### config.mk
export PLATFORM = sky130hd
export DESIGN_NAME = relobi_sram_shim
export DESIGN_NICKNAME = d
export VERILOG_FILES = /design/src/rtl/relobi_pkg.sv /design/src/rtl/relobi_rsp_buf.sv /design/src/rtl/relobi_sram_shim.sv
export SDC_FILE = /design/constraint.sdc
export NUM_CORES = 1
export LEC_CHECK = 0
export CELL_PAD_IN_SITES_DETAIL_PLACEMENT = 1
export CELL_PAD_IN_SITES_GLOBAL_PLACEMENT = 2
export CORE_UTILIZATION = 28
export CTS_BUF_LIST = sky130_fd_sc_hd__clkbuf_4
export DETAILED_ROUTE_END_ITERATION = 8
export PLACE_DENSITY_LB_ADDON = 0.1
export SYNTH_ARGS = -nofsm -noshare
export SYNTH_HDL_FRONTEND = slang
export SYNTH_SLANG_ARGS = --single-unit
### constraint.sdc
create_clock -name clk_i -period 4.1 [get_ports clk_i]
set_input_delay 0.41 -clock clk_i [delete_from_list [all_inputs] [get_ports clk_i]]
set_output_delay 0.41 -clock clk_i [all_outputs]
set_load 0.01 [all_outputs]
### src/rtl/relobi_pkg.sv
// Shared types and helpers for the relobi SRAM shim: channel structs, a
// 64-bit-capable SECDED code used for every protected field group, and the
// 2-of-3 majority vote applied to the triplicated handshakes.
package relobi_pkg;

  localparam int unsigned AddrWidth   = 32;
  localparam int unsigned DataWidth   = 32;
  localparam int unsigned IdWidth     = 4;
  localparam int unsigned BeWidth     = DataWidth / 8;

  // SECDED over up to 64 data bits: 7 Hamming bits plus one overall parity.
  // Narrower field groups are zero-extended; padding never contributes.
  localparam int unsigned EccDataMax  = 64;
  localparam int unsigned EccIdxWidth = 6;
  localparam int unsigned EccWidth    = 8;
  localparam int unsigned EccCodeLen  = 72;
  localparam int unsigned SramWidth   = DataWidth + EccWidth;

  typedef logic a_optional_t;
  typedef logic r_optional_t;

  // Fields covered by the A-channel check bits (wdata carries its own code).
  typedef struct packed {
    a_optional_t          a_optional;
    logic [IdWidth-1:0]   aid;
    logic [BeWidth-1:0]   be;
    logic                 we;
    logic [AddrWidth-1:0] addr;
  } a_payload_t;

  localparam int unsigned APayloadWidth = $bits(a_payload_t);

  typedef struct packed {
    logic [AddrWidth-1:0] addr;
    logic                 we;
    logic [BeWidth-1:0]   be;
    logic [IdWidth-1:0]   aid;
    a_optional_t          a_optional;
    logic [SramWidth-1:0] wdata;
    logic [EccWidth-1:0]  ecc;
  } relobi_a_t;

  typedef struct packed {
    logic [SramWidth-1:0] rdata;
    logic [IdWidth-1:0]   rid;
    logic                 err;
    r_optional_t          r_optional;
    logic [EccWidth-1:0]  ecc;
  } relobi_r_t;

  // A buffered response is stored already encoded.
  typedef relobi_r_t rsp_entry_t;

  typedef struct packed {
    logic [2:0] req;
    logic [2:0] rready;
    relobi_a_t  a;
  } relobi_req_t;

  typedef struct packed {
    logic [2:0] gnt;
    logic [2:0] rvalid;
    relobi_r_t  r;
  } relobi_rsp_t;

  typedef struct packed {
    logic [EccDataMax-1:0] data;
    logic                  corrected;
    logic                  uncorrectable;
  } ecc_dec_t;

  function automatic logic maj3(input logic [2:0] v);
    return (v[0] & v[1]) | (v[1] & v[2]) | (v[0] & v[2]);
  endfunction

  function automatic logic disagree3(input logic [2:0] v);
    return (|v) & ~(&v);
  endfunction

  // Data bit k sits at the k-th non-power-of-two codeword position (3,5,6,7,9,...);
  // the Hamming bits are the XOR of the positions of all set data bits.
  function automatic logic [EccWidth-2:0] ecc_hamming(input logic [EccDataMax-1:0] data);
    logic [EccWidth-2:0] syn;
    int unsigned         k;
    syn = '0;
    k   = 0;
    for (int unsigned pos = 3; pos < EccCodeLen; pos++) begin
      if ((pos & (pos - 1)) != 0) begin
        if (data[k[EccIdxWidth-1:0]]) syn = syn ^ pos[EccWidth-2:0];
        k++;
      end
    end
    return syn;
  endfunction

  function automatic logic [EccWidth-1:0] ecc_encode(input logic [EccDataMax-1:0] data);
    logic [EccWidth-2:0] ham;
    ham = ecc_hamming(data);
    return {^{data, ham}, ham};
  endfunction

  // Odd overall parity means a single flip (fixed in place); even parity with
  // a non-zero syndrome means two flips, which cannot be located.
  function automatic ecc_dec_t ecc_decode(input logic [EccDataMax-1:0] data,
                                          input logic [EccWidth-1:0]   ecc);
    ecc_dec_t            dec;
    logic [EccWidth-2:0] syn;
    logic                parity;
    int unsigned         k;
    syn               = ecc_hamming(data) ^ ecc[EccWidth-2:0];
    parity            = ^{data, ecc};
    dec.data          = data;
    dec.corrected     = parity;
    dec.uncorrectable = !parity && (syn != '0);
    k = 0;
    for (int unsigned pos = 3; pos < EccCodeLen; pos++) begin
      if ((pos & (pos - 1)) != 0) begin
        if (parity && (pos[EccWidth-2:0] == syn)) begin
          dec.data[k[EccIdxWidth-1:0]] = ~dec.data[k[EccIdxWidth-1:0]];
        end
        k++;
      end
    end
    return dec;
  endfunction

  function automatic logic [EccDataMax-1:0] a_payload(input relobi_a_t a);
    a_payload_t p;
    p.a_optional = a.a_optional;
    p.aid        = a.aid;
    p.be         = a.be;
    p.we         = a.we;
    p.addr       = a.addr;
    return EccDataMax'(p);
  endfunction

  function automatic logic [EccDataMax-1:0] r_payload(input relobi_r_t r);
    return EccDataMax'({r.r_optional, r.err, r.rid});
  endfunction

endpackage

### src/rtl/relobi_rsp_buf.sv
// Two-entry response FIFO. The shim bypasses it when empty, so this block
// only stores entries that could not be handed over immediately.
module relobi_rsp_buf
  import relobi_pkg::*;
#(
  parameter type entry_t = rsp_entry_t
) (
  input  logic       clk_i,
  input  logic       rst_ni,
  input  logic       push,
  input  entry_t     push_data,
  input  logic       pop,
  output entry_t     head,
  output logic [1:0] count
);

  entry_t slots [2];
  logic   wr_ptr;
  logic   rd_ptr;

  // Storage write on push.
  // NOTE: the data slots are deliberately left out of reset; count gates every
  // read, so stale contents are never observed and the array stays plain RAM.
  always_ff @(posedge clk_i) begin
    if (push) slots[wr_ptr] <= push_data;
  end

  // Pointer and occupancy bookkeeping; push and pop together keep count.
  // NOTE: state updates use non-blocking assignments so every flop samples
  // pre-edge values regardless of statement order.
  always_ff @(posedge clk_i) begin
    if (!rst_ni) begin
      wr_ptr <= 1'b0;
      rd_ptr <= 1'b0;
      count  <= 2'd0;
    end else begin
      if (push) wr_ptr <= ~wr_ptr;
      if (pop)  rd_ptr <= ~rd_ptr;
      case ({push, pop})
        2'b10:   count <= count + 2'd1;
        2'b01:   count <= count - 2'd1;
        default: count <= count;
      endcase
    end
  end

  assign head = slots[rd_ptr];

endmodule

### src/rtl/relobi_sram_shim.sv
// Reliable-OBI subordinate terminating into a 1-cycle-latency SRAM. Votes
// the triplicated handshakes, SECDED-decodes the A channel, and returns
// re-encoded responses in grant order through a 2-deep fall-through buffer.
module relobi_sram_shim
  import relobi_pkg::*;
#(
  parameter bit  UseRReady = 1'b1,
  parameter type obi_req_t = relobi_req_t,
  parameter type obi_rsp_t = relobi_rsp_t
) (
  input  logic                 clk_i,
  input  logic                 rst_ni,
  input  obi_req_t             sbr_port_req_i,
  output obi_rsp_t             sbr_port_rsp_o,
  output logic                 sram_req_o,
  output logic                 sram_we_o,
  output logic [AddrWidth-1:0] sram_addr_o,
  output logic [SramWidth-1:0] sram_wdata_o,
  output logic [BeWidth-1:0]   sram_be_o,
  input  logic [SramWidth-1:0] sram_rdata_i,
  output logic [1:0]           fault_o
);

  logic         req_v;
  logic         rready_v;
  logic         hs_fault;
  ecc_dec_t     a_dec;
  a_payload_t   a_fields;
  logic         gnt;
  logic         rvalid;
  logic         push;
  logic         pop;
  logic [2:0]   occupancy;
  logic [1:0]   count;
  rsp_entry_t   new_entry;
  rsp_entry_t   buf_head;
  rsp_entry_t   head;

  // Per-grant context captured for the response built one cycle later.
  logic               inflight_q;
  logic               we_q;
  logic               ue_q;
  logic [IdWidth-1:0] aid_q;

  logic unused_a;
  assign unused_a = ^{a_dec.data[EccDataMax-1:APayloadWidth], a_fields.a_optional,
                      a_fields.addr[1:0]};

  // Vote handshakes, decode the A channel, and drive the SRAM in the grant cycle.
  // NOTE: every combinational output gets a default first, so no path can
  // leave a variable unassigned and infer a latch.
  always_comb begin
    req_v       = maj3(sbr_port_req_i.req);
    rready_v    = UseRReady ? maj3(sbr_port_req_i.rready) : 1'b1;
    hs_fault    = disagree3(sbr_port_req_i.req) ||
                  (UseRReady && disagree3(sbr_port_req_i.rready));
    a_dec       = ecc_decode(a_payload(sbr_port_req_i.a), sbr_port_req_i.a.ecc);
    a_fields    = a_payload_t'(a_dec.data[APayloadWidth-1:0]);
    occupancy   = {1'b0, count} + {2'b00, inflight_q};
    gnt         = rst_ni && req_v && (occupancy < 3'd2);
    sram_req_o  = gnt;
    // A corrupted command is still answered, but as a read so nothing is written.
    sram_we_o   = gnt && a_fields.we && !a_dec.uncorrectable;
    sram_addr_o = {a_fields.addr[AddrWidth-1:2], 2'b00};
    sram_be_o   = a_fields.be;
    sram_wdata_o = sbr_port_req_i.a.wdata;
    fault_o     = {req_v && a_dec.uncorrectable, hs_fault || a_dec.corrected};
  end

  // Track the access issued last cycle and the context its response needs.
  always_ff @(posedge clk_i) begin
    if (!rst_ni) begin
      inflight_q <= 1'b0;
      we_q       <= 1'b0;
      ue_q       <= 1'b0;
      aid_q      <= '0;
    end else begin
      inflight_q <= gnt;
      if (gnt) begin
        we_q  <= a_fields.we;
        ue_q  <= a_dec.uncorrectable;
        aid_q <= a_fields.aid;
      end
    end
  end

  // Build the encoded response and steer it past or into the buffer.
  always_comb begin
    new_entry            = '0;
    new_entry.rdata      = we_q ? '0 : sram_rdata_i;
    new_entry.rid        = aid_q;
    new_entry.err        = ue_q;
    new_entry.r_optional = '0;
    new_entry.ecc        = ecc_encode(r_payload(new_entry));
    rvalid = (count != 2'd0) || inflight_q;
    head   = (count != 2'd0) ? buf_head : new_entry;
    push   = inflight_q && !((count == 2'd0) && rready_v);
    pop    = (count != 2'd0) && rready_v;
  end

  relobi_rsp_buf #(
    .entry_t (rsp_entry_t)
  ) u_rsp_buf (
    .clk_i     (clk_i),
    .rst_ni    (rst_ni),
    .push      (push),
    .push_data (new_entry),
    .pop       (pop),
    .head      (buf_head),
    .count     (count)
  );

  // Triplicate handshakes; R is zero whenever no response is offered.
  always_comb begin
    sbr_port_rsp_o        = '0;
    sbr_port_rsp_o.gnt    = {3{gnt}};
    sbr_port_rsp_o.rvalid = {3{rvalid}};
    sbr_port_rsp_o.r      = rvalid ? head : '0;
  end

endmodule

==> metrics.cfg <==
[run_status]
status = complete, no violations

[clocking]
clk_pin_slew_ns = 0.17
cts_tree = built
cts.sinks = 110
cts_root_buffer = clkbuf_4
cts_buffers = 9
htree_levels = 3
ctsHoldBuffers = 0
clockBufferDepth = 2
clk_latency_ns = 0.48

[grt]
grt_usage = 0.153
antenna_found_initial = 1
grt_max_degree = 101
grt_pass1_vias = 5570
gr-total-overflow = 0
grt_pass1_wl_um = 31100

[synthesis]
synth_area_leaders = edfxtp_1, buf_4, xnor2_1, mux2i_1, xor2_1
syn_inst = 654
seq_area_frac_synth = 0.432
ys.warnings.count = 0
ys_seq_elements = 110
syn_area_um2 = 7370
yosysTopAreaCell = edfxtp_1
synthFlopType = edfxtp_1
synth_cell_type_count = 46
avgSynthCellArea_um2 = 11.3
yosysTopAreaCellShare = 0.400
synth_edf_count = 98
async_reset_ff_frac = 0

[power]
cellPowerDensity_nw_per_um2 = 572
p_int_uw = 3200
combPwrFrac = 0.627
p_total_uw = 5550
power_switching_uw = 2340
leakage_uw = 0.00358
switching_share = 0.423
seq_power_share = 0.276
clock_power_share = 0.097
worst_ir_drop_vdd_uv = 422

[flow_run]
drv_cap = 0

[placement]
gp_congestion = 0.839
portBuffers = 191
dpl.hpwl_um = 15000

[worst_setup_path]
required_ns = 3.69
setup.worst_path.end_class = primary output
reg2reg_from = u_rsp_buf.count[0]
critPathKind = in2out
cp_max_fo = 9
arrival_ns = 3.61
cp-startpoint = sbr_port_req_i[73]
start_kind = input port

[route]
drt-pass1-iter-count = 4
drt-wirelength-per-cell_um = 18.2
ant_nets = 0
routed_wl_um = 20700
drt-initial-drc-count = 216
viasPerCell = 4.52
vias = 5112
drc = 0

[hold_path]
worstHoldStart = aid_q[2]
hold_path_class = reg2reg

[sta]
fmax_mhz = 249
finalCritPeriodShare = 0.980
final_hold_viol_count = 0
skew_ns = 0.0275
slew_violations = 0
worst_slew_pin_slew_ns = 0.988
period_minus_slack_ns = 4.02
max_slew_margin = 0.341
setup_viol = 0
grt_setup_unrepaired = yes

[cells_and_area]
fill_cells = 2762
nets = 935
postLayoutCoreUtil = 0.381
area_delta_synth_final_pct = 31.7
register_area_um2 = 3190
layout-drive-gt1-share = 0.179
multi_input_area_um2 = 3530

[die]
start_util = 0.289
fp.dieH_um = 164
core-area_um2 = 25500
io_pins = 278
die-area_um2 = 27000
die_width_um = 164
rows = 58

layout make-up:
class,count,area share
multi-input combinational,420,0.364
sequential,110,0.329
timing repair buffer,250,0.248
tap,330,0.0426
clock buffer,10,0.00774
clock inverter,6,0.00645
inverter,5,0.00193
antenna,1,0.000258
final timing paths:
path / slack, ns / depth (start not counted) / to
setup / recovery: 0.08 / 11 / sram_addr_o[7]
hold / removal: 0.54 / 2 / aid_q[2]
hold reg to reg: 0.54 / 2 / aid_q[2]
setup reg to reg: 1.57 / 7 / u_rsp_buf.count[1]
Yosys cell counts (2+ instances only):
cell type,n
buf_4,90
xnor2_2,5
nor3_1,18
nand2b_1,2
o21ai_1,4
maj3_1,2
buf_1,4
buf_2,3
xnor3_4,2
clkbuf_8,2
dfxtp_1,12
o21ai_0,53
a21oi_1,3
nand2_1,7
buf_6,3
xnor3_2,3
xor2_2,2
nor2b_1,44
nor2_1,13
clkbuf_1,22
xnor3_1,14
mux2i_1,49
nand3_1,58
edfxtp_1,98
inv_1,5
xor2_1,41
nor3_2,14
xnor2_1,60
or3_1,4
per-stage QoR:
stage | TNS, ns | worst slack (ns) | hold WS (ns) | std cells | cell area [µm²]
floorplan | 0 | 0.605 | 0.481 | 659 | 7380
global placement | -0.800 | -0.0870 | 0.521 | 1109 | 9300
detailed placement | -0.705 | -0.0747 | 0.532 | 1109 | 9300
CTS | -0.0213 | -0.0168 | 0.553 | 1128 | 9530
global route | -0.0787 | -0.0487 | 0.556 | 1132 | 9700
finish | 0 | 0.0817 | 0.540 | 1132 | 9700
state kept, by name, summed over array words and instances, names as in the netlist, named ones only:
| name | count |
|---|---|
| ue_q | 1 |
| u_rsp_buf.count | 2 |
| we_q | 1 |
| u_rsp_buf.wr_ptr | 1 |
| inflight_q | 1 |
| u_rsp_buf.rd_ptr | 1 |
| aid_q | 4 |
| u_rsp_buf.slots | 98 |
per-layer routing:
layer  GRT usage  wire (µm)  vias to the layer above
met2       0.260      10100                      164
li1            -          -                     2462
met4      0.0530        351                        0
met3      0.0205        962                       18
met1       0.198       9190                     2468
met5           0          0                        -
layout by cell type (no fill, tap or decap), types with 8 or more instances in the layout:
cell / instances
clkbuf_4: 10
clkdlybuf4s50_1: 165
xnor2_1: 50
nor3_1: 8
xnor3_1: 11
edfxtp_1: 98
nand3_1: 57
nor3_2: 24
nor2b_1: 44
xor2_1: 41
o21ai_0: 53
mux2i_1: 49
dlymetal6s2s_1: 20
xnor2_2: 14
dfxtp_1: 9
buf_4: 58
nor2_1: 9
timing repair:
| action | 4_1_cts | 5_1_grt |
|---|---|---|
| setup endpoints to repair | 31 | 33 |
| gates resized for setup | 19 | 40 |
| pin swaps | 5 | 7 |
| setup buffers | 3 | 3 |
| gates cloned | 0 | 0 |
cell families (layout without fill, tap and decap cells):
group | Yosys count | after routing | share of synthesized area
buf+inv | 129 | 271 | 0.118
simple gates | 172 | 172 | 0.139
xor+xnor | 127 | 127 | 0.195
other cells | 1 | 7 | 0.000509
flops | 110 | 110 | 0.432
fa+ha+maj | 3 | 3 | 0.00442
compound gates | 63 | 63 | 0.0438
mux | 49 | 49 | 0.0666
worst max-delay path, cell delays in order:
cell and delay, ns:
clkdlybuf4s50_1 0.50, xnor3_2 0.40, buf_4 0.16, xnor3_1 0.35
xnor3_4 0.28, nor2b_4 0.19, buf_4 0.14, nand2_2 0.17
nor3_1 0.24, xor2_1 0.19, clkdlybuf4s50_1 0.56
power by group through the flow:
stage	Combinational [µW]	Sequential, µW	Clock (µW)
2_1_floorplan	2050	1440	0
3_3_place_gp	3300	1560	0
3_5_place_dp	3330	1570	0
4_1_cts	3410	1540	574
5_1_grt	3740	1560	607
6_report	3480	1530	539
Note: power is estimated with default switching activity, not from simulation.
